`src/rtl/uart_rx_frame_check_if.sv`:
```
// Bundle between the RX bit sampler and the frame checker.
// Carries per-frame config, the bit stream and the frame results.
interface uart_rx_frame_check_if #(
    parameter int DATA_W = 8,
    parameter int CNT_W  = 8
);
    logic              cfg_par_en;
    logic [1:0]        cfg_par_mode;
    logic              cfg_stop2;
    logic              frame_start;
    logic              bit_valid;
    logic              sampled_bit;
    logic              clr_cnt;
    logic [DATA_W-1:0] p_data;
    logic              data_valid;
    logic              par_err;
    logic              stp_err;
    logic              busy;
    logic [CNT_W-1:0]  par_err_cnt;
    logic [CNT_W-1:0]  stp_err_cnt;

    modport master (
        output cfg_par_en, cfg_par_mode, cfg_stop2,
        output frame_start, bit_valid, sampled_bit, clr_cnt,
        input  p_data, data_valid, par_err, stp_err, busy,
        input  par_err_cnt, stp_err_cnt
    );

    modport slave (
        input  cfg_par_en, cfg_par_mode, cfg_stop2,
        input  frame_start, bit_valid, sampled_bit, clr_cnt,
        output p_data, data_valid, par_err, stp_err, busy,
        output par_err_cnt, stp_err_cnt
    );
endinterface

```
`src/rtl/uart_rx_frame_check.sv`:
```
// UART RX frame checker: LSB-first data assembly, parity and stop
// checking, and saturating error counters.
module uart_rx_frame_check #(
    parameter int DATA_W = 8,
    parameter int CNT_W  = 8
) (
    input logic                clk,
    input logic                rst,
    uart_rx_frame_check_if.slave bus
);
    localparam int CW = $clog2(DATA_W + 1);

    typedef enum logic [1:0] {IDLE, DATA, PARITY, STOP} state_e;

    state_e            state_q, state_d;
    logic [CW-1:0]     cnt_q, cnt_d;
    logic              par_q, par_d;
    logic [DATA_W-1:0] sh_q, sh_d;
    logic              pe_q, pe_d;
    logic [1:0]        pm_q, pm_d;
    logic              s2_q, s2_d;
    logic              sc_q, sc_d;
    logic              perr_q, perr_d;
    logic              serr_q, serr_d;
    logic [DATA_W-1:0] pdat_q, pdat_d;
    logic              dv_q, dv_d;
    logic              pe_o_q, pe_o_d;
    logic              se_o_q, se_o_d;
    logic [CNT_W-1:0]  pcnt_q, pcnt_d;
    logic [CNT_W-1:0]  scnt_q, scnt_d;
    logic              exp_par;
    logic              done;
    logic              sb;

    assign sb = bus.sampled_bit;

    always_ff @(posedge clk) begin
        if (!rst) begin
            state_q <= IDLE;
            cnt_q   <= '0;
            par_q   <= 1'b0;
            sh_q    <= '0;
            pe_q    <= 1'b0;
            pm_q    <= 2'b00;
            s2_q    <= 1'b0;
            sc_q    <= 1'b0;
            perr_q  <= 1'b0;
            serr_q  <= 1'b0;
            pdat_q  <= '0;
            dv_q    <= 1'b0;
            pe_o_q  <= 1'b0;
            se_o_q  <= 1'b0;
            pcnt_q  <= '0;
            scnt_q  <= '0;
        end else begin
            state_q <= state_d;
            cnt_q   <= cnt_d;
            par_q   <= par_d;
            sh_q    <= sh_d;
            pe_q    <= pe_d;
            pm_q    <= pm_d;
            s2_q    <= s2_d;
            sc_q    <= sc_d;
            perr_q  <= perr_d;
            serr_q  <= serr_d;
            pdat_q  <= pdat_d;
            dv_q    <= dv_d;
            pe_o_q  <= pe_o_d;
            se_o_q  <= se_o_d;
            pcnt_q  <= pcnt_d;
            scnt_q  <= scnt_d;
        end
    end

    always_comb begin
        state_d = state_q;
        cnt_d   = cnt_q;
        par_d   = par_q;
        sh_d    = sh_q;
        pe_d    = pe_q;
        pm_d    = pm_q;
        s2_d    = s2_q;
        sc_d    = sc_q;
        perr_d  = perr_q;
        serr_d  = serr_q;
        pdat_d  = pdat_q;
        dv_d    = 1'b0;
        pe_o_d  = 1'b0;
        se_o_d  = 1'b0;
        done    = 1'b0;

        unique case (pm_q)
            2'b00:   exp_par = par_q;
            2'b01:   exp_par = ~par_q;
            2'b10:   exp_par = 1'b1;
            default: exp_par = 1'b0;
        endcase

        // frame_start aborts any frame in flight and swallows a same-cycle bit
        if (bus.frame_start) begin
            state_d = DATA;
            cnt_d   = '0;
            par_d   = 1'b0;
            sh_d    = '0;
            pe_d    = bus.cfg_par_en;
            pm_d    = bus.cfg_par_mode;
            s2_d    = bus.cfg_stop2;
            sc_d    = 1'b0;
            perr_d  = 1'b0;
            serr_d  = 1'b0;
        end else if (bus.bit_valid) begin
            unique case (state_q)
                IDLE: ;
                DATA: begin
                    // shift in at the MSB so the first bit lands at bit 0
                    sh_d  = {sb, sh_q[DATA_W-1:1]};
                    par_d = par_q ^ sb;
                    cnt_d = cnt_q + CW'(1);
                    if (cnt_q == CW'(DATA_W - 1))
                        state_d = pe_q ? PARITY : STOP;
                end
                PARITY: begin
                    perr_d  = (sb != exp_par);
                    state_d = STOP;
                end
                STOP: begin
                    if (!sb) serr_d = 1'b1;
                    if (s2_q && !sc_q) begin
                        sc_d = 1'b1;
                    end else begin
                        state_d = IDLE;
                        done    = 1'b1;
                    end
                end
                default: state_d = IDLE;
            endcase
        end

        if (done) begin
            dv_d   = 1'b1;
            pdat_d = sh_q;
            pe_o_d = perr_q;
            se_o_d = serr_q | ~sb;
        end

        pcnt_d = pcnt_q;
        if (bus.clr_cnt)
            pcnt_d = '0;
        else if (done && pe_o_d && pcnt_q != '1)
            pcnt_d = pcnt_q + CNT_W'(1);

        scnt_d = scnt_q;
        if (bus.clr_cnt)
            scnt_d = '0;
        else if (done && se_o_d && scnt_q != '1)
            scnt_d = scnt_q + CNT_W'(1);
    end

    assign bus.p_data      = pdat_q;
    assign bus.data_valid  = dv_q;
    assign bus.par_err     = pe_o_q;
    assign bus.stp_err     = se_o_q;
    assign bus.busy        = (state_q != IDLE);
    assign bus.par_err_cnt = pcnt_q;
    assign bus.stp_err_cnt = scnt_q;
endmodule

```
`src/flat_wrapper.sv`:
```
// flat-port wrapper written by rule: the top's interface ports become plain ports
module uart_rx_frame_check_flat 
#(
    parameter int DATA_W = 8,
    parameter int CNT_W  = 8
)
  (clk, rst, bus_cfg_par_en, bus_cfg_par_mode, bus_cfg_stop2, bus_frame_start, bus_bit_valid, bus_sampled_bit, bus_clr_cnt, bus_p_data, bus_data_valid, bus_par_err, bus_stp_err, bus_busy, bus_par_err_cnt, bus_stp_err_cnt);
  uart_rx_frame_check_if #(.DATA_W(DATA_W), .CNT_W(CNT_W)) bus_i ();
  input logic clk;
  input logic rst;
  input wire logic [$bits(bus_i.cfg_par_en)-1:0] bus_cfg_par_en;
  input wire logic [$bits(bus_i.cfg_par_mode)-1:0] bus_cfg_par_mode;
  input wire logic [$bits(bus_i.cfg_stop2)-1:0] bus_cfg_stop2;
  input wire logic [$bits(bus_i.frame_start)-1:0] bus_frame_start;
  input wire logic [$bits(bus_i.bit_valid)-1:0] bus_bit_valid;
  input wire logic [$bits(bus_i.sampled_bit)-1:0] bus_sampled_bit;
  input wire logic [$bits(bus_i.clr_cnt)-1:0] bus_clr_cnt;
  output wire logic [$bits(bus_i.p_data)-1:0] bus_p_data;
  output wire logic [$bits(bus_i.data_valid)-1:0] bus_data_valid;
  output wire logic [$bits(bus_i.par_err)-1:0] bus_par_err;
  output wire logic [$bits(bus_i.stp_err)-1:0] bus_stp_err;
  output wire logic [$bits(bus_i.busy)-1:0] bus_busy;
  output wire logic [$bits(bus_i.par_err_cnt)-1:0] bus_par_err_cnt;
  output wire logic [$bits(bus_i.stp_err_cnt)-1:0] bus_stp_err_cnt;
  assign bus_i.cfg_par_en = bus_cfg_par_en;
  assign bus_i.cfg_par_mode = bus_cfg_par_mode;
  assign bus_i.cfg_stop2 = bus_cfg_stop2;
  assign bus_i.frame_start = bus_frame_start;
  assign bus_i.bit_valid = bus_bit_valid;
  assign bus_i.sampled_bit = bus_sampled_bit;
  assign bus_i.clr_cnt = bus_clr_cnt;
  assign bus_p_data = bus_i.p_data;
  assign bus_data_valid = bus_i.data_valid;
  assign bus_par_err = bus_i.par_err;
  assign bus_stp_err = bus_i.stp_err;
  assign bus_busy = bus_i.busy;
  assign bus_par_err_cnt = bus_i.par_err_cnt;
  assign bus_stp_err_cnt = bus_i.stp_err_cnt;
  uart_rx_frame_check #(.DATA_W(DATA_W), .CNT_W(CNT_W)) u_core (.clk(clk), .rst(rst), .bus(bus_i));
endmodule
```
`config.mk`:
```
export PLATFORM = sky130hd
export DESIGN_NAME = uart_rx_frame_check_flat
export DESIGN_NICKNAME = d
export VERILOG_FILES = /design/src/rtl/uart_rx_frame_check_if.sv /design/src/rtl/uart_rx_frame_check.sv /design/src/flat_wrapper.sv
export SDC_FILE = /design/constraint.sdc
export NUM_CORES = 1
export LEC_CHECK = 0
export BUFFER_PORTS_ARGS = -buffer_cell sky130_fd_sc_hd__clkbuf_2
export CAP_MARGIN = 20
export CORE_ASPECT_RATIO = 0.8
export CORE_MARGIN = 8
export CORE_UTILIZATION = 43
export DETAILED_ROUTE_END_ITERATION = 8
export PLACE_DENSITY_LB_ADDON = 0.08
export SLEW_MARGIN = 25
export SYNTH_ARGS = -nofsm -noshare
export SYNTH_HDL_FRONTEND = slang
export SYNTH_SLANG_ARGS = --single-unit
export TNS_END_PERCENT = 20
```
`constraint.sdc`:
```
create_clock -name clk -period 3.55 [get_ports clk]
set_input_delay 0.1775 -clock clk [delete_from_list [all_inputs] [get_ports clk]]
set_output_delay 0.1775 -clock clk [all_outputs]
set_load 0.02 [all_outputs]
```
# After elaboration in Yosys (flattened, before gate mapping)
# Index checks and enable logic that the tools add are counted.
word_totals:
  register_bits: 49
  output_inout_bits: 28
op_classes:
  n_addsub: 3
  eq_ne: 13
  mux: 14
  bitwise: 5
  n_reduce_logical: 19
op_table:
  columns: ["op", "n"]
  rows:
  - ["$add A8 B1 Y8 const B", 2]
  - ["$ne A8 B8 Y1 const B", 2]
  - ["$mux W1", 10]
  - ["$reduce_and A4 Y1", 2]
  - ["$eq A2 B2 Y1 const B", 3]
  - ["$pmux W2 S3", 1]
  - ["$reduce_and A3 Y1", 2]
  - ["$logic_and A1 B1 Y1", 5]
  - ["$add A4 B1 Y4 const B", 1]
  - ["$eq A2 B1 Y1 const B", 2]
  - ["$eq A4 B3 Y1 const B", 1]
  - ["$mux W2", 2]
  - ["$reduce_and A2 Y1", 2]
  - ["$reduce_bool A2 Y1", 2]
  - ["$reduce_bool A4 Y1", 1]
  - ["$reduce_or A2 Y1", 2]
  - ["$ne A3 B2 Y1 const B", 1]
  - ["$ne A3 B3 Y1 const B", 1]
  - ["$not A1 Y1", 3]
  - ["$pmux W1 S3", 1]
  - ["$reduce_bool A3 Y1", 1]
  - ["$logic_not A2 Y1", 1]
  - ["$ne A2 B1 Y1 const B", 1]
  - ["$ne A2 B2 Y1 const B", 1]
  - ["other kinds (4)", 4]

# Longest topological paths before layout
# Gate-level depths: netlist (run 1).
depth:
  ltp_word: 9
  ltp_mapped: 7
  mapped_depth_nobuf: 6

# Least setup slack after synthesis (run 1)
# OpenSTA, ideal clock, no wires.
synth_timing:
  path_kind: "register to register"
  from: "register u_core.state_q[0]"
  to: "register u_core.scnt_q[5], in the netlist u_core.bus.stp_err_cnt[5]"
  setup_time_ns: 0.070
  arrival_ns: 1.919
  path_slack_ns: 1.561
  path_stages_with_launch: 7
  period_less_slack_ns: 1.989
  cell_sequence: "dfxtp_1 -> ha_1 -> nand2_4 -> or4_4 -> buf_6 -> or4_1 -> a21oi_1"
synth_via:
  elab_chain_cells: 7
synth_rtl:
  columns: ["element", "line", "rtl"]
  rows:
  - ["start, declared", "uart_rx_frame_check.sv:15", "state_e state_q, state_d;"]
  - ["start signal, assigned", "uart_rx_frame_check.sv:56", "state_q <= state_d;"]
  - ["$eq A2 B2 Y1 *", "uart_rx_frame_check.sv:112", "unique case (state_q)"]
  - ["$mux W1 *", "uart_rx_frame_check.sv:112", null]
  - ["$mux W1 *", "uart_rx_frame_check.sv:111", "end else if (bus.bit_valid) begin"]
  - ["$mux W1 *", "uart_rx_frame_check.sv:100", "if (bus.frame_start) begin"]
  - ["$mux W1", "uart_rx_frame_check.sv:139", "if (done) begin"]
  - ["$logic_and A1 B1 Y1 * (2 in series)", "uart_rx_frame_check.sv:155", "else if (done && se_o_d && scnt_q != '1)"]
  - ["end signal, assigned", "uart_rx_frame_check.sv:71", "scnt_q <= scnt_d;"]
  - ["end, declared", "uart_rx_frame_check.sv:30", "logic [CNT_W-1:0] scnt_q, scnt_d;"]
# Mark *: on every way between the ends. The rest lies on a longest branch, timed or not.
# A chain may end at the register's enable or synchronous reset.

# Worst setup path in the final report (run 1)
layout_timing:
  from: "register u_core.state_q[0]"
  to: "register u_core.scnt_q[3], in the netlist u_core.bus.stp_err_cnt[3]"
# Same word-level chain as after synthesis.

==> results of run 1 <==
==> cells in the mapped netlist <==
master	count
a31oi_1	1
nand2b_1	5
or4_1	7
a311oi_1	2
or2_2	1
nor3_1	1
xnor2_1	3
clkbuf_1	8
nand3b_1	1
nand4_1	5
a41o_1	1
or2b_1	1
nor3b_1	1
dfxtp_1	49
and4_1	2
or3_1	3
o311ai_0	2
o31ai_1	5
o21ai_0	4
nand2_4	1
xor2_1	3
o311a_1	1
o21a_1	2
mux2i_1	14
nor2_1	10
buf_6	2
and2_1	4
nor2b_4	1
inv_1	7
o21ba_2	1
ha_1	9
a211o_1	1
or4_4	1
nor3_2	1
nand2_1	26
a21boi_0	1
nor2b_1	16
o41ai_1	4
nor4_1	2
and3_1	1
nand3_1	8
a21oi_1	25
==> final timing paths <==
| path | from | to |
|---|---|---|
| worst min-delay path | bus_cfg_par_en | u_core.pe_q$_SDFFE_PN0P_ |
| worst min register to register | u_core.sh_q[0]$_SDFFE_PP0P_ | u_core.sh_q[0]$_SDFFE_PP0P_ |
| worst max register to register | u_core.state_q[0]$_SDFFE_PN0P_ | u_core.bus.stp_err_cnt[3]$_SDFFE_PP0P_ |
| worst max-delay path | u_core.state_q[0]$_SDFFE_PN0P_ | u_core.bus.stp_err_cnt[3]$_SDFFE_PP0P_ |
==> worst max-delay path: cells and delay by family (launching register included) <==
| kind | cells | cell delay [ns] |
|---|---|---|
| compound gates | 1 | 0.14 |
| fa+ha+maj | 1 | 0.29 |
| flops | 1 | 0.43 |
| simple gates | 3 | 1.14 |
==> sequential cells by signal, summed over array words and instances (netlist names), 2 cells and up <==
name                    flops
u_core.bus.p_data           8
u_core.bus.par_err_cnt      8
u_core.bus.stp_err_cnt      8
u_core.cnt_q                4
u_core.pm_q                 2
u_core.sh_q                 8
u_core.state_q              2
==> per-layer routing <==
metal,vias to the layer above,wire (um),track usage (%)
li1,937,-,-
met1,785,2430,15.5
met2,35,1900,18.1
met3,5,246,4.11
met4,0,49,4.13
met5,-,0,0
==> per-stage QoR <==
stage	hold slack, ns	cell area (um2)	power [mW]	cells
floorplan	0.306	2240	0.615	243
global placement	0.436	2450	0.631	332
detailed placement	0.445	2450	0.632	332
CTS	0.128	2530	0.954	340
global route	0.129	2530	0.989	340
finish	0.135	2530	0.939	340
==> final cells by class <==
type / instances / area [um2] / area share (%)
clock buffers: 5 / 68.8 / 2.72
repair buffers: 37 / 185 / 7.31
multi-input cells: 177 / 1180 / 46.4
inverters: 7 / 26.3 / 1.04
flip-flops and latches: 49 / 981 / 38.7
clock inverters: 3 / 17.5 / 0.692
well taps: 62 / 77.6 / 3.06
==> power groups by stage <==
stage / Clock [mW] / Combinational (mW) / Sequential (mW)
final: 0.321 / 0.0590 / 0.559
after floorplan: 0 / 0.0442 / 0.571
after global routing: 0.362 / 0.0661 / 0.560
after global placement: 0 / 0.0596 / 0.572
after CTS: 0.335 / 0.0600 / 0.559
after detailed placement: 0 / 0.0599 / 0.572
==> cell families after synthesis <==
logic type	Yosys count	share of synthesized area, %
AO/OA/AOI/OAI	50	14.3
XOR/XNOR	6	2.35
adder cells (fa/ha/maj)	9	5.04
buffers and inverters	17	3.53
flip-flops	49	43.9
multiplexers	14	6.27
AND/OR/NAND/NOR	98	24.6
==> metrics.md, run 1 <==
| Metric | Value |
|---|---|
| Fillers | 490 |
| Worst EP arrival | 2.29 ns |
| CTS tree | done |
| Clock Power Share | 34.2% |
| Post-CTS Setup Repair Bufs | 0 |
| Largest net degree at the start of global routing | 20 |
| Vias in the first global route | 1,623 |
| Vias | 1,762 |
| IO Count | 38 |
| Initial antenna violation count | 0 |
| Reg clk slew, reported paths | 0.09 ns |
| RSZ-0062 raised after global routing | false |
| Critical setup path kind | register to register |
| Worst hold-check path type | primary input to register |
| Seq/Total Area, Yosys | 43.9% |
| Gr ovfl total | 0 |
| Maximum capacitance violations | 0 |
| Switching Share | 24.0% |
| Synth unique cells | 42 |
| Maximum root-to-sink buffer count | 2 |
| Syn nets | 262 |
| Total leakage power | 0.931 nW |
| Crit share post-route | 58.3% |
| Total die area | 7780 um2 |
| Measured slew at the worst slew-check pin | 0.849 ns |
| CP Max Fanout | 13 |
| Layout cells sized above 1 | 18.3% |
| WL final | 4620 um |
| Pre-CTS setup slack | 1.50 ns |
| Relative slew slack | 43.1% |
| Max Slew Vio Count | 0 |
| Final Wtd Congestion | 0.753 |
| GRT Util Overall | 12.0% |
| Clk_lat worst skew | 0.30 ns |
| Die Ht | 80.5 um |
| Peak supply drop | 0.000189 V |
| Final setup margin | 1.48 ns |
| Mapped Area | 2240 um2 |
| Pwr/cell area | 371 nW/um2 |
| Rows | 23 |
| Antenna viol nets, final | 0 |
| Number of gates resized after CTS | 0 |
| Cell count after synthesis | 243 |
| DR pass1 iterations | 4 |
| Synth top area cells | dfxtp_1 (44%), mux2i_1 (6.3%), a21oi_1 (5.6%) |
| Setup TNS | 0 ns |
| Hold path depth | 3 |
| Inserted Clock Buffers | 5 |
| Vias per cell | 5.18 |
| P_int | 0.714 mW |
| Largest area contributor in the netlist | dfxtp_1 |
| Min cycle time layout | 2.07 ns |
| Post-route DRC | 0 |
| Most frequent cells in the layout | dfxtp_1 (49), clkbuf_2 (37), nand2_1 (26), a21oi_1 (25), nor2b_1 (16) |
| Sequential group share of total power | 59.5% |
| Root Driver | clkbuf_8 |
| YS warnings | 0 |
| Hold_buf cts | 0 |
| # setup viols final | 0 |
| Core area | 5010 um2 |
| Crit start category | register |
| H-tree depth | 2 |
| Initial Utilization | 44.7% |
| Fmax | 0.483 GHz |
| DR iter-0 viols | 66 |
| Clk_skew | 0.00838 ns |
| CP required | 3.77 ns |
| Avg Cell Area, Syn | 9.20 um2 |
| Antenna Cells | 0 |
| Post-layout nets | 296 |
| Crit-path cells | ha_1 > nand2_4 > or4_4 > or4_1 > a21oi_1 |
| CTS sink count | 49 |
| Top cell type's share of synthesized area | 43.9% |
| FF+latch count, synth | 49 |
| P&R area growth vs syn | 13.3% |
| Input/output buffers | 37 |
| Slowest cell on crit path | or4_4 |
| Reg-to-reg setup timing slack | 1.48 ns |
| Status | completed |
| Path depth of the worst reg2reg path | 5 |
| Worst setup EP type | register |
| Die X | 96.6 um |
| Commonest non-fill, non-tap cell in the layout | dfxtp_1 |
| P_sw | 0.226 mW |
| First-pass GRT wire length | 7800 um |
| Proportion of power drawn by combinational gates | 6.3% |
| CP max stage delay | 0.56 ns |
| Layout Utilization | 50.6% |
| Drt wl/cell | 13.6 um |
| Detailed placer's ending HPWL | 3320 um |
| Count of final hold-check violations | 0 |
(Power assumes the default switching activity.)
==> inputs of run 2 (changes only) <==
==> constraint.sdc (replaced) <==
create_clock -name clk -period 1.98 [get_ports clk]
set_input_delay 0.099 -clock clk [delete_from_list [all_inputs] [get_ports clk]]
set_output_delay 0.099 -clock clk [all_outputs]
set_load 0.02 [all_outputs]
==> run 2 against run 1 <==
Effect of this change:
- global-route usage rose by 0.65 points
- worst setup slack got worse by 1.4 ns
- critical path depth unchanged
- flip-flop and latch count unchanged
- power is 82% higher
- core utilization is 1.6 points higher
- clock-buffer cell count unchanged
- maximum frequency up 10%
- first-iteration DRC count decreased by 4.5%
- clock power up 84%
==> metrics.md, run 2 (synthesized netlist as in run 1, its figures left out) <==
| Metric | Value |
|---|---|
| DR pass1 iterations | 4 (unchanged) |
| Hold_buf cts | 0 (unchanged) |
| Layout cells sized above 1 | 21.7% (+3.3 points) |
| Core area | 5010 um2 (unchanged) |
| Clock Power Share | 34.5% (+0.3 points) |
| Crit-path leading delay family | simple AND/OR/NAND/NOR gates |
| Count of final hold-check violations | 0 (unchanged) |
| Worst setup EP type | register |
| CP required | 2.21 ns (-1.56 ns) |
| Maximum capacitance violations | 0 (unchanged) |
| P&R area growth vs syn | 16.9% |
| Crit start category | register |
| DR iter-0 viols | 63 (-4.5%) |
| Post-route DRC | 0 (unchanged) |
| Pwr/cell area | 655 nW/um2 (+77%) |
| CTS sink count | 49 (unchanged) |
| Status | completed |
| Post-layout nets | 304 (+2.7%) |
| Die Ht | 80.5 um (unchanged) |
| DP Cell Count | 339 (+2.1%) |
| Most frequent cells in the layout | dfxtp_1 (47), clkbuf_2 (37), nand2_1 (26), a21oi_1 (25), nor2b_1 (16) |
| Largest net degree at the start of global routing | 17 (-15%) |
| Final instance area | 2610 um2 (+3.2%) |
| Metal-1 WL | 2520 um (+3.8%) |
| Detailed placer's ending HPWL | 3490 um (+5.2%) |
| Worst hold-check path type | primary input to register |
| Clk_skew | 0.00952 ns (+0.00114 ns) |
| Drt wl/cell | 14.0 um (+3.1%) |
| Critical setup path kind | register to register |
| Relative slew slack | 60.8% (+18 points) |
| Vias in the first global route | 1,751 (+7.9%) |
| Initial Utilization | 44.7% (unchanged) |
| CP max stage delay | 0.59 ns (+0.03 ns) |
| RR Startpoint | u_core.state_q[0]$_SDFFE_PN0P_ |
| H-tree depth | 2 (unchanged) |
| Final Wtd Congestion | 0.736 (-2.3%) |
| Top routing layer used | met4 |
| Total leakage power | 0.969 nW (+4.1%) |
| HP Start | bus_cfg_par_en |
| WL final | 4870 um (+5.5%) |
| Peak supply drop | 0.000369 V (+95%) |
| P_int | 1.29 mW (+81%) |
| Routed wl met2 | 2080 um (+9.5%) |
| Hold path depth | 3 (unchanged) |
| Min cycle time layout | 1.88 ns (-0.193 ns) |
| Sequential group share of total power | 58.5% (-1.0 points) |
| Crit share post-route | 94.8% (+36 points) |
| Maximum root-to-sink buffer count | 2 (unchanged) |
| # setup viols final | 0 (unchanged) |
| Levels on crit path | 5 (unchanged) |
| Layout Utilization | 52.2% (+1.6 points) |
| Fillers | 487 (-0.61%) |
| Vias | 1,848 (+4.9%) |
| Input/output buffers | 37 (unchanged) |
| Rows | 23 (unchanged) |
| Measured slew at the worst slew-check pin | 0.588 ns (-0.261 ns) |
| Slowest cell on crit path | or4_4 |
| Die X | 96.6 um (unchanged) |
| Clk_lat worst skew | 0.30 ns (about the same) |
| Proportion of power drawn by combinational gates | 7.0% (+0.7 points) |
| Pre-CTS setup slack | 0.0730 ns (-1.43 ns) |
| Setup TNS | 0 ns (unchanged) |
| RSZ-0062 raised after global routing | false |
| Reg clk slew, reported paths | 0.09 ns (about the same) |
| Antenna viol nets, final | 0 (unchanged) |
| Switching Share | 24.4% (+0.34 points) |
| Crit. Startpoint | u_core.state_q[0]$_SDFFE_PN0P_ |
| Final cell count without fillers | 348 (+2.4%) |
| Crit-path cells | ha_4 > nand2_4 > or4_4 > or4_1 > a21oi_1 |
| P_sw | 0.417 mW (+85%) |
| WP buf/inv | 0 (unchanged) |
| Max Slew Vio Count | 0 (unchanged) |
| Initial antenna violation count | 0 (unchanged) |
| CP Max Fanout | 7 (-6) |
| Gr ovfl total | 0 (unchanged) |
| Commonest non-fill, non-tap cell in the layout | dfxtp_1 |
| First-pass GRT wire length | 8160 um (+4.6%) |
| Total die area | 7780 um2 (unchanged) |
| Met3 WL | 230 um (-6.5%) |
| Dpl cell area | 2500 um2 (+2.3%) |
| Path depth of the worst reg2reg path | 5 (unchanged) |
| Inserted Clock Buffers | 5 (unchanged) |
| Root Driver | clkbuf_8 |
| Vias per cell | 5.31 (+2.5%) |
| Worst EP arrival | 2.11 ns (-0.18 ns) |
| CTS tree | done |
| IO Count | 38 (unchanged) |
| Antenna Cells | 0 (unchanged) |
| Final setup margin | 0.103 ns (-1.38 ns) |
| Fmax | 0.533 GHz (+10%) |
| GRT Util Overall | 12.6% (+0.65 points) |
| Post-CTS Setup Repair Bufs | 0 (unchanged) |
## run 2: what timing repair did
item                                   CTS  global route
setup endpoints to repair                0             4
gates resized for setup                  0             3
endpoints found under the hold margin    0             0
## run 2: power groups by stage
stage | clock network (mW) | logic (mW) | registers (mW)
after CTS | 0.630 | 0.120 | 1.00
after detailed placement | 0 | 0.119 | 1.02
after global routing | 0.659 | 0.133 | 1.00
after global placement | 0 | 0.119 | 1.02
after floorplan | 0 | 0.0794 | 1.02
final | 0.590 | 0.120 | 1.00
## run 2: layer usage
metal  vias up  track usage, %
met2        30            19.5
met4         0            4.13
met3         5            4.03
met1       860            16.3
met5         -               0
li1        953               -
## run 2: layout make-up
type,instances,area (um2),share of cell area [%]
Clock inverter,3,22.5,0.862
Clock buffer,5,68.8,2.63
Tap cell,62,77.6,2.97
Inverter,7,26.3,1.01
Multi-Input combinational cell,178,1200,45.8
Sequential cell,49,983,37.6
Timing Repair Buffer,44,238,9.10
## run 2: worst paths after layout
kind                                                          endpoint  slack, ns
worst max register to register  u_core.bus.stp_err_cnt[3]$_SDFFE_PP0P_       0.10
worst max-delay path            u_core.bus.stp_err_cnt[3]$_SDFFE_PP0P_       0.10
worst min-delay path                          u_core.pe_q$_SDFFE_PN0P_       0.06
worst min register to register             u_core.sh_q[0]$_SDFFE_PP0P_       0.46
## run 2: through the flow
step	total power [mW]	hold slack [ns]
after floorplan	1.10	0.227
after global placement	1.14	0.362
after detailed placement	1.14	0.367
after CTS	1.75	0.0513
after global routing	1.80	0.0629
final	1.71	0.0642
## run 2: worst min-delay path, delay by kind of cell
family / cells / cell delay, ns
AND/OR/NAND/NOR: 1 / 0.09
multiplexers: 1 / 0.06
buffers and inverters: 1 / 0.08
==> inputs of run 3 (changes only) <==
--- a/config.mk
+++ b/config.mk
@@ -5,7 +5,7 @@
 export SDC_FILE = /design/constraint.sdc
 export NUM_CORES = 1
 export LEC_CHECK = 0
-export BUFFER_PORTS_ARGS = -buffer_cell sky130_fd_sc_hd__clkbuf_2
+export BUFFER_PORTS_ARGS = -buffer_cell sky130_fd_sc_hd__buf_2
 export CAP_MARGIN = 20
 export CORE_ASPECT_RATIO = 0.8
 export CORE_MARGIN = 8
==> run 3 against run 2 <==
Effect of this change:
- design area rose by 0.43%
- largest power group unchanged
- critical path depth did not move
- critical endpoint is now u_core.bus.stp_err_cnt[7]$_SDFFE_PP0P_
- critical path type unchanged
- wire length fell by 2.5%
- core utilization rose by 0.22 points
- flip-flop and latch count did not move
- maximum frequency rose by 1.3%
- sequential share of layout area fell by 0.16 points
- final cell count fell by 0.29%
- clock skew fell by 0.0047 ns
==> metrics.md, run 3 (synthesized netlist as in run 1, its figures left out) <==
| Metric | Value |
|---|---|
| CP Max Fanout | 13 (+6) |
| Core area | 5010 um2 (unchanged) |
| Final setup margin | 0.127 ns (+0.0234 ns) |
| Pre-CTS setup slack | 0.0789 ns (+0.00598 ns) |
| Peak supply drop | 0.000352 V (-4.7%) |
| WL final | 4750 um (-2.5%) |
| Antenna Cells | 0 (unchanged) |
| Fmax | 0.540 GHz (+1.3%) |
| CTS tree | done |
| Total die area | 7780 um2 (unchanged) |
| CP max stage delay | 0.56 ns (-0.03 ns) |
| H-tree depth | 2 (unchanged) |
| Total leakage power | 1.00 nW (+3.4%) |
| Rows | 23 (unchanged) |
| Initial antenna violation count | 0 (unchanged) |
| Die Ht | 80.5 um (unchanged) |
| Relative slew slack | 67.3% (+6.4 points) |
| Post-CTS Setup Repair Bufs | 0 (unchanged) |
| Inserted Clock Buffers | 5 (unchanged) |
| Gr ovfl total | 0 (unchanged) |
| RSZ-0062 raised after global routing | false |
| CP required | 2.22 ns (about the same) |
| Final Wtd Congestion | 0.766 (+4.0%) |
| P&R area growth vs syn | 17.4% |
| Vias in the first global route | 1,772 (+1.2%) |
| Input/output buffers | 37 (unchanged) |
| Count of final hold-check violations | 0 (unchanged) |
| Drt wl/cell | 13.7 um (-2.2%) |
| Worst setup EP type | register |
| Initial Utilization | 44.7% (unchanged) |
| DR pass1 iterations | 4 (unchanged) |
| Pwr/cell area | 688 nW/um2 (+5.1%) |
| Critical Path End | u_core.bus.stp_err_cnt[7]$_SDFFE_PP0P_ |
| Commonest non-fill, non-tap cell in the layout | dfxtp_1 |
| Slowest cell on crit path | or4_4 |
| Max Slew Vio Count | 0 (unchanged) |
| RR Startpoint | u_core.state_q[0]$_SDFFE_PN0P_ |
| Path depth of the worst reg2reg path | 5 (unchanged) |
| Hold path depth | 3 (unchanged) |
| Root Driver | clkbuf_8 |
| Vias | 1,847 (-0.054%) |
| Measured slew at the worst slew-check pin | 0.489 ns (-0.0985 ns) |
| CTS sink count | 49 (unchanged) |
| Crit. Startpoint | u_core.state_q[0]$_SDFFE_PN0P_ |
| Post-layout nets | 304 (unchanged) |
| Layout cells sized above 1 | 21.4% (-0.27 points) |
| Largest net degree at the start of global routing | 17 (unchanged) |
| Layout Utilization | 52.4% (+0.22 points) |
| # setup viols final | 0 (unchanged) |
| Status | completed |
| Antenna viol nets, final | 0 (unchanged) |
| IO Count | 38 (unchanged) |
| Crit share post-route | 93.6% (-1.2 points) |
| Detailed placer's ending HPWL | 3560 um (+2.0%) |
| Reg clk slew, reported paths | 0.09 ns (about the same) |
| Worst hold-check path type | primary input to register |
| Worst EP arrival | 2.09 ns (-0.02 ns) |
| Reg-to-reg setup timing slack | 0.13 ns (+0.02 ns) |
| Crit-path cells | ha_4 > nand2_4 > or4_4 > or4_1 > a21oi_1 |
| First-pass GRT wire length | 8320 um (+2.0%) |
| Clk_lat worst skew | 0.30 ns (about the same) |
| Die X | 96.6 um (unchanged) |
| GRT Util Overall | 12.8% (+0.19 points) |
| Min cycle time layout | 1.85 ns (-0.0234 ns) |
| Post-route DRC | 0 (unchanged) |
| Maximum capacitance violations | 0 (unchanged) |
| DR iter-0 viols | 45 (-29%) |
| Maximum root-to-sink buffer count | 2 (unchanged) |
| RR Endpoint | u_core.bus.stp_err_cnt[7]$_SDFFE_PP0P_ |
| Clk_skew | 0.00477 ns (-0.00474 ns) |
| Vias per cell | 5.32 (+0.23%) |
| Critical setup path kind | register to register |
| Setup TNS | 0 ns (unchanged) |
| Most frequent cells in the layout | dfxtp_1 (47), buf_2 (37), nand2_1 (26), a21oi_1 (25), nor2b_1 (16) |
| Crit start category | register |
## run 3: report_power, final
group / switching, mW / internal, mW / total (mW)
sequential: 0.00726 / 0.994 / 1.00
clock: 0.320 / 0.367 / 0.687
combinational: 0.0691 / 0.0489 / 0.118
## run 3: worst min-delay path by stage
| stage | from | to | slack (ns) |
|---|---|---|---|
| 6_report | bus_cfg_par_mode[0] | u_core.pm_q[0]$_SDFFE_PN0P_ | 0.06 |
| 5_1_grt | bus_cfg_par_mode[0] | u_core.pm_q[0]$_SDFFE_PN0P_ | 0.05 |
| 4_1_cts | bus_cfg_par_mode[0] | u_core.pm_q[0]$_SDFFE_PN0P_ | 0.05 |
| 3_5_place_dp | bus_cfg_par_mode[0] | u_core.pm_q[0]$_SDFFE_PN0P_ | 0.37 |
| 3_3_place_gp | bus_cfg_par_en | u_core.pe_q$_SDFFE_PN0P_ | 0.36 |
| 2_1_floorplan | rst | u_core.pe_q$_SDFFE_PN0P_ | 0.23 |
## run 3: critical path: cells and delay by family, from the launching register on
family | cells | cell delay [ns]
simple gates | 3 | 1.12
compound gates | 1 | 0.15
flops | 1 | 0.36
fa+ha+maj | 1 | 0.16
## run 3: cell type report
| cell class | instances | area (um2) |
|---|---|---|
| clock buffer | 5 | 68.8 |
| clock inverter | 2 | 35.0 |
| fill | 481 | 2380 |
| inverter | 7 | 26.3 |
| multi-input combinational | 177 | 1190 |
| sequential | 49 | 983 |
| tap | 62 | 77.6 |
| timing repair buffer | 45 | 245 |
## run 3: layer usage
metal  vias to the layer above  GRT usage (%)  part of all wire, %
met2                        30           19.2                   41
met5                         -              0                    0
met1                       853           16.8                   53
li1                        954              -                    -
met3                        10           3.60                  4.0
met4                         0           5.36                  1.7
## run 3: repair_timing
action | 4_1_cts | 5_1_grt
gates resized for setup | 0 | 3
endpoints found under the hold margin | 0 | 0
endpoints found under the setup margin | 0 | 4
hold buffers | 0 | 0
## run 3: per-stage QoR
step | instances | hold WS [ns] | total power [mW] | instance area [um2]
after floorplan | 243 | 0.227 | 1.10 | 2240
after global placement | 340 | 0.360 | 1.14 | 2510
after detailed placement | 340 | 0.373 | 1.14 | 2510
after CTS | 347 | 0.0524 | 1.84 | 2610
after global routing | 347 | 0.0531 | 1.90 | 2630
final | 347 | 0.0597 | 1.81 | 2630
